File: src/rtl/multicycle_control.sv
// Main control FSM for the multicycle datapath: fetch, decode, execute, memory and writeback sequencing.
// Optional macro ILLEGAL_OP_TRAP_EN: illegal opcodes trap into HALT and set a sticky illegal flag.
module multicycle_control #(
    parameter int CNT_W = 32
) (
    input  logic             clk,
    input  logic             reset,
    input  logic [5:0]       op,
    input  logic             memReady,
    output logic             IorD,
    output logic             MemRead,
    output logic             MemWrite,
    output logic             IRWrite,
    output logic             RegDst,
    output logic             MemtoReg,
    output logic             RegWrite,
    output logic             ALUSrcA,
    output logic [1:0]       ALUSrcB,
    output logic [1:0]       ALUOp,
    output logic [1:0]       PCSource,
    output logic             PCWrite,
    output logic             PCWriteIfZero,
    output logic             PCWriteIfNonZero,
    output logic [3:0]       state,
    output logic [CNT_W-1:0] instrCount,
    output logic             illegal
);

    typedef enum logic [3:0] {
        S_RST    = 4'd0,
        S_FETCH  = 4'd1,
        S_DECODE = 4'd2,
        S_MEMADR = 4'd3,
        S_MEMRD  = 4'd4,
        S_MEMWB  = 4'd5,
        S_MEMWR  = 4'd6,
        S_EXEC   = 4'd7,
        S_ALUWB  = 4'd8,
        S_BRANCH = 4'd9,
        S_JUMP   = 4'd10,
        S_ADDIEX = 4'd11,
        S_ADDIWB = 4'd12,
        S_HALT   = 4'd13
    } state_t;

    localparam logic [5:0] OP_RTYPE = 6'b000000;
    localparam logic [5:0] OP_LW    = 6'b100011;
    localparam logic [5:0] OP_SW    = 6'b101011;
    localparam logic [5:0] OP_BEQ   = 6'b000100;
    localparam logic [5:0] OP_BNE   = 6'b000101;
    localparam logic [5:0] OP_J     = 6'b000010;
    localparam logic [5:0] OP_ADDI  = 6'b001000;

    localparam logic [CNT_W-1:0] CNT_ONE = {{(CNT_W-1){1'b0}}, 1'b1};

    state_t           r_state;
    logic [CNT_W-1:0] r_count;
`ifdef ILLEGAL_OP_TRAP_EN
    logic             r_illegal;
`endif

    // NOTE: state is updated with non-blocking assignments so every branch sees the pre-edge values.
    always_ff @(posedge clk or posedge reset) begin
        if (reset) begin
            r_state   <= S_RST;
            r_count   <= '0;
`ifdef ILLEGAL_OP_TRAP_EN
            r_illegal <= 1'b0;
`endif
        end else begin
            case (r_state)
                S_RST:   r_state <= S_FETCH;
                S_FETCH: if (memReady) r_state <= S_DECODE;
                S_DECODE: begin
                    case (op)
                        OP_LW, OP_SW:   r_state <= S_MEMADR;
                        OP_RTYPE:       r_state <= S_EXEC;
                        OP_BEQ, OP_BNE: r_state <= S_BRANCH;
                        OP_J:           r_state <= S_JUMP;
                        OP_ADDI:        r_state <= S_ADDIEX;
                        default: begin
`ifdef ILLEGAL_OP_TRAP_EN
                            r_state   <= S_HALT;
                            r_illegal <= 1'b1;
`else
                            r_state   <= S_FETCH;
                            r_count   <= r_count + CNT_ONE;
`endif
                        end
                    endcase
                end
                S_MEMADR: r_state <= (op == OP_LW) ? S_MEMRD : S_MEMWR;
                S_MEMRD:  if (memReady) r_state <= S_MEMWB;
                S_MEMWR: begin
                    if (memReady) begin
                        r_state <= S_FETCH;
                        r_count <= r_count + CNT_ONE;
                    end
                end
                S_EXEC:   r_state <= S_ALUWB;
                S_ADDIEX: r_state <= S_ADDIWB;
                S_MEMWB, S_ALUWB, S_ADDIWB, S_BRANCH, S_JUMP: begin
                    r_state <= S_FETCH;
                    r_count <= r_count + CNT_ONE;
                end
                S_HALT:   r_state <= S_HALT;
                default:  r_state <= S_RST;
            endcase
        end
    end

    // Moore decode from state; only the FETCH PC/IR strobes look at memReady.
    always_comb begin
        // NOTE: every output gets a default first so no path can infer a latch.
        IorD             = 1'b0;
        MemRead          = 1'b0;
        MemWrite         = 1'b0;
        IRWrite          = 1'b0;
        RegDst           = 1'b0;
        MemtoReg         = 1'b0;
        RegWrite         = 1'b0;
        ALUSrcA          = 1'b0;
        ALUSrcB          = 2'b00;
        ALUOp            = 2'b00;
        PCSource         = 2'b00;
        PCWrite          = 1'b0;
        PCWriteIfZero    = 1'b0;
        PCWriteIfNonZero = 1'b0;
        case (r_state)
            S_FETCH: begin
                MemRead          = 1'b1;
                ALUSrcB          = 2'b01;
                IRWrite          = memReady;
                PCWrite          = memReady;
                PCWriteIfZero    = memReady;
                PCWriteIfNonZero = memReady;
            end
            S_DECODE: ALUSrcB = 2'b11;
            S_MEMADR, S_ADDIEX: begin
                ALUSrcA = 1'b1;
                ALUSrcB = 2'b10;
            end
            S_MEMRD: begin
                MemRead = 1'b1;
                IorD    = 1'b1;
            end
            S_MEMWB: begin
                RegWrite = 1'b1;
                MemtoReg = 1'b1;
            end
            S_MEMWR: begin
                MemWrite = 1'b1;
                IorD     = 1'b1;
            end
            S_EXEC: begin
                ALUSrcA = 1'b1;
                ALUOp   = 2'b10;
            end
            S_ALUWB: begin
                RegWrite = 1'b1;
                RegDst   = 1'b1;
            end
            S_ADDIWB: RegWrite = 1'b1;
            S_BRANCH: begin
                ALUSrcA          = 1'b1;
                ALUOp            = 2'b01;
                PCSource         = 2'b01;
                PCWrite          = 1'b1;
                PCWriteIfZero    = (op == OP_BEQ);
                PCWriteIfNonZero = (op == OP_BNE);
            end
            S_JUMP: begin
                PCSource         = 2'b10;
                PCWrite          = 1'b1;
                PCWriteIfZero    = 1'b1;
                PCWriteIfNonZero = 1'b1;
            end
            default: ;
        endcase
    end

    assign state      = r_state;
    assign instrCount = r_count;
`ifdef ILLEGAL_OP_TRAP_EN
    assign illegal    = r_illegal;
`else
    assign illegal    = 1'b0;
`endif

endmodule

File: config.mk
export PLATFORM = sky130hd
export DESIGN_NAME = multicycle_control
export DESIGN_NICKNAME = d
export VERILOG_FILES = /design/src/rtl/multicycle_control.sv
export SDC_FILE = /design/constraint.sdc
export NUM_CORES = 1
export LEC_CHECK = 0
export CORE_ASPECT_RATIO = 0.75
export CORE_MARGIN = 1.5
export CORE_UTILIZATION = 48
export DETAILED_ROUTE_END_ITERATION = 16
export PLACE_DENSITY_LB_ADDON = 0.08
export SYNTH_ARGS = -nofsm -noshare
export SYNTH_HDL_FRONTEND = slang
export SYNTH_SLANG_ARGS = --single-unit
File: constraint.sdc
create_clock -name clk -period 2.4 [get_ports clk]
set_input_delay 0.36 -clock clk [delete_from_list [all_inputs] [get_ports clk]]
set_output_delay 0.36 -clock clk [all_outputs]
set_load 0.01 [all_outputs]
Yosys cells after proc, flatten, opt, wreduce, memory -nomap -nowiden
Cells that the tools add are included. Widths: inputs -> output; s select.

Bits in registers: 36. Input bits: 9. Output and inout bits: 54. Word-level logic and storage cells: 65.

$add $sub $neg: 1. Equal/unequal tests: 23. Mux-type cells: 23. Reductions and logical operators: 16.

Operators by type and width (count): $pmux 32 s3 (1); $mux 32 (2); $pmux 4 s9 (1); $add 32x1->32 const B (1); $eq 4x4->1 const B (6); $pmux 4 s5 (1); $eq 4x3->1 const B (4); $eq 6x3->1 const B (2); $eq 6x6->1 const B (2); $mux 4 (3); $reduce_or 2->1 (6); $eq 4x2->1 const B (2); $mux 1 (8); $ne 2x2->1 const B (4); $pmux 2 s2 (2); $reduce_or 7->1 (1); $eq 6x2->1 const B (1); $eq 6x4->1 const B (1); $logic_not 6->1 (1); $pmux 1 s3 (2); $pmux 2 s3 (1); $reduce_and 3->1 (2); $reduce_or 6->1 (1); $reduce_or 5->1 (1); other kinds (7) (7).

Depth between registers and ports, before layout
Gate-level depths: netlist of the first run.

Depth after elaboration: 4. Gate-level depth with buffers: 7. Mapped depth without buffers: 5.

Worst setup path before layout of the first run
No wires, ideal clock.

Path kind: register to register. Start: register r_state[3] (netlist: state[3]). End: register r_count[19] (netlist: instrCount[19]). Library setup time: 0.125 ns. Arrival: 1.811 ns. Required time: 2.275 ns. Slack: 0.464 ns. Stages on the path, launching flop included: 7. Path buffers: 1. Path through: dfrtp_1 clkbuf_1 nand2b_1 a311oi_1 o31ai_2 or4_1 xnor2_1.

Longest elaborated chain between the ends: 4. Elaborated cells on any way between the ends: 13.

Ends and longest elaborated chain: start, declared (line 56) `state_t r_state;`; start signal, assigned (line 92) `S_MEMADR: r_state <= (op == OP_LW) ? S_MEMRD : S_MEMWR;`; $eq 4x4->1 or $eq 4x3->1 (tied branches) (line 71) `case (r_state)`; $reduce_or 5->1 (line 71); $reduce_bool 3->1 (no line); $reduce_and 3->1 (no line); end signal, assigned (line 87) `r_count <= r_count + CNT_ONE;`; end signal, assigned (line 97) `r_count <= r_count + CNT_ONE;`; end signal, assigned (line 104) `r_count <= r_count + CNT_ONE;`; end, declared (line 57) `logic [CNT_W-1:0] r_count;`.

Parallel ways exist; a longest one is shown, timed or not. A chain may end at the register's enable or synchronous reset.

Final worst setup path of the first run
Start: register r_state[0] (netlist: state[0]). End: output PCWrite.

Longest elaborated chain between the ends: 3. Elaborated cells on any way between the ends: 5.

Ends and longest elaborated chain: $eq 4x4->1 (line 129) `case (r_state)`; $reduce_or 2->1 (no line); $pmux 1 s2 * (line 129); end, declared (line 21) `output logic PCWrite,`.

Every way passes the cells marked *; elsewhere a longest branch is shown, timed or not.

==> flow_summary.json, run 1 <==
{
  "cellLeakagePower_nw": 1.223,
  "max-vdd-ir-drop_v": 0.0007037,
  "drv_cap": 0,
  "synth_edf_count": 0,
  "cts_buffers": 5,
  "track_usage": 0.2218,
  "outcome": "complete, no violations",
  "synth-warning-count": 0,
  "fp.coreArea_sq_mm": 0.004441,
  "r2r-start": "state[1]",
  "synth.area.top_cells": "dfrtp_1, xor2_1, nor2_1",
  "final_antenna_net_count": 0,
  "hp-class": "input port to async pin",
  "max_stage_delay_ns": 0.49,
  "fin_util": 0.6929,
  "path_cells": "nor2b_2 -> and3_1 -> or3_1 -> clkdlybuf4s50_1",
  "die_h_microns": 61.74,
  "hpwl_mm": 3.825,
  "initial_core_util": 0.4973,
  "crit_family": "simple AND/OR/NAND/NOR gates",
  "syn_to_final_growth_pct": 39.32,
  "routed_wl_mm": 5.202,
  "numPortBuffers": 61,
  "grt_pass1_wl_mm": 8.204,
  "setup.worst_path.class": "flop to output pin",
  "synth_area_sq_mm": 0.002208,
  "cts.sinks": 36,
  "die_w_microns": 81.32,
  "cts_buffer_depth": 2,
  "cp.required_ns": 2.04,
  "start_kind": "flop",
  "ys_types": 47,
  "cp.arrival_ns": 1.97,
  "n_fill_cell": 392,
  "gp_congestion": 0.8304,
  "cts_tree": "done",
  "drt_iter0_markers": 93,
  "num_io_pins": 63,
  "fin_skew_ns": 0.008454,
  "critPathBufInv": 1,
  "yosysSeqAreaShare": 0.4079,
  "viasPerCell": 5.405,
  "finalPower_mw": 2.990,
  "hold_buffers": 0,
  "fin_nets": 315,
  "crit_path_max_fanout": 12,
  "htree_num_levels": 2,
  "wl_per_cell_microns": 14.33,
  "seq_area_sq_um": 905.9,
  "path_clk_slew_ns": 0.07,
  "grt_max_degree": 37,
  "worst_path_max_delay_cell": "dfrtp_2",
  "first_pass_iters": 4,
  "die_area_sq_mm": 0.005021,
  "synth_area_per_cell_sq_um": 9.357,
  "diodes": 0,
  "multi_input_area_sq_mm": 0.001217,
  "p_per_area_mw_per_mm2": 972.0,
  "worst_slack_ns": 0.07312,
  "synth_nets": 246,
  "setup_viol": 0,
  "fin_crit_sh": 0.9695,
  "rsz0062_at_grt": "false",
  "synth_top_area_share": 0.4079,
  "synth.ff_latch_count": 36,
  "end_kind": "output pin",
  "yosysMostFrequentCell": "dfrtp_1",
  "num_vias": 1962,
  "grt_pass1_vias": 1605,
  "yosys.area.top_type": "dfrtp_1",
  "rows": 21,
  "insertion_delay_ns": 0.29,
  "ctsRootBufferMaster": "clkbuf_8",
  "fin_crit_ns": 2.327,
  "grt.overflow.total": 0,
  "drc": 0,
  "crit_start": "state[0]",
  "syn_inst": 236,
  "cts_setup_buffers": 0,
  "async_flop_share": 1.000,
  "dp_slack_ns": -0.07179,
  "max_freq_mhz": 429.8,
  "synth_common_cells": "dfrtp_1, xor2_1, nor2_1, nand2_1",
  "antenna_found_initial": 0,
  "final_max_slew_viol_count": 0,
  "finalHoldViolCount": 0,
  "ys.flop_type": "dfrtp_1",
  "final_layout_size_suffix_gt1_frac": 0.1503
}
-- worst paths after layout --
path,end,depth (start not counted),slack [ns]
max,PCWrite,4,0.07
min,instrCount[28],3,0.46
min in group clk,instrCount[31],1,0.47
max in group asynchronous,state[0],3,1.59
max reg2reg,instrCount[29],8,0.25
min reg2reg,instrCount[31],1,0.47
-- cell families after synthesis --
group                      Yosys count  synth area share
AOI/OAI and AO/OA                   21           0.06119
xor gates and xnor gates            35            0.1388
adders and majority gates            1          0.005665
buffers and inverters               24           0.05382
DFF                                 36            0.4079
muxes                                1          0.005099
other                                1          0.001698
and+or+nand+nor                    117            0.3258
-- registers in the layout, summed over array words and instances, names as in the netlist --
name        count
instrCount     32
state           4
-- tightest hold or removal path: cells and delay by family --
kind | cells | cell delay, ns
buf+inv | 3 | 0.82
-- what timing repair did --
item / 4_1_cts / 5_1_grt
resized for setup: 3 / 10
gates cloned: 0 / 0
hold endpoints to repair: 0 / 0
endpoints found under the setup margin: 3 / 4
-- metrics by stage --
stage	std cells	setup TNS (ns)	hold WS (ns)	instance area (sq um)
detailed placement	355	-0.1740	0.4624	2954
global placement	355	-0.007258	0.4560	2954
global route	363	0	0.4838	3077
finish	363	0	0.4644	3077
floorplan	236	0	0.5039	2208
CTS	363	0	0.4714	3052
-- routing by layer --
| layer | routed length [microns] | part of all wire | vias up | GRT usage |
|---|---|---|---|---|
| met4 | 62 | 0.012 | 0 | 0.06897 |
| met2 | 2153 | 0.41 | 59 | 0.2928 |
| met1 | 2702 | 0.52 | 927 | 0.3496 |
| met3 | 283 | 0.054 | 7 | 0.05401 |
| met5 | 0 | 0 | - | 0 |
| li1 | - | - | 969 | - |
-- cell usage in the layout, fill, tap and decap left out, types with 2 or more instances in the layout --
| cell | Yosys | final |
|---|---|---|
| clkdlybuf4s50_1 | 0 | 58 |
| dfrtp_1 | 36 | 32 |
| xor2_1 | 27 | 27 |
| nor2_1 | 24 | 22 |
| buf_4 | 2 | 17 |
| nand2_1 | 15 | 15 |
| nor3_1 | 13 | 13 |
| nand3_1 | 13 | 13 |
| nor4_1 | 8 | 8 |
| xnor2_1 | 8 | 8 |
| inv_1 | 7 | 7 |
| a21oi_1 | 7 | 7 |
| o21ai_0 | 6 | 6 |
| clkbuf_8 | 0 | 6 |
| nand4_1 | 5 | 5 |
| nor4_2 | 5 | 5 |
| nand2b_1 | 4 | 4 |
| and3_1 | 5 | 4 |
| dfrtp_2 | 0 | 4 |
| nand3b_1 | 3 | 3 |
| dlymetal6s2s_1 | 0 | 3 |
| nor3b_1 | 3 | 2 |
| nor2_2 | 0 | 2 |
| nor4b_1 | 2 | 2 |
| o31ai_1 | 2 | 2 |
| and4_1 | 2 | 2 |
| or4_1 | 2 | 2 |
| nor2b_1 | 3 | 2 |
| clkbuf_1 | 7 | 2 |
-- power breakdown --
group | switching [mW] | total (mW) | internal [mW]
sequential | 0.227 | 0.966 | 0.739
combinational | 0.765 | 1.58 | 0.816
clock | 0.209 | 0.443 | 0.234
total | 1.20 | 2.99 | 1.79
-- cell type report --
type	instances	area share
Inverter	7	0.008540
Clock buffer	8	0.02928
Tap cell	57	0.02318
Timing Repair Buffer	79	0.2489
Sequential cell	36	0.2944
Multi-Input combinational cell	176	0.3957
Power figures use the tool's default switching activity.
==> run 2: changes to the inputs <==
Settings changed: SLEW_MARGIN from default to 20.
==> results of run 2 <==
Same layout as run 1: the final DEF is identical, and so are final timing and power.
==> run 3: changes to the inputs <==
Settings changed: GPL_TIMING_DRIVEN from default to 1.
==> results of run 3 <==
Same layout as run 1: the final DEF is identical, and so are final timing and power.
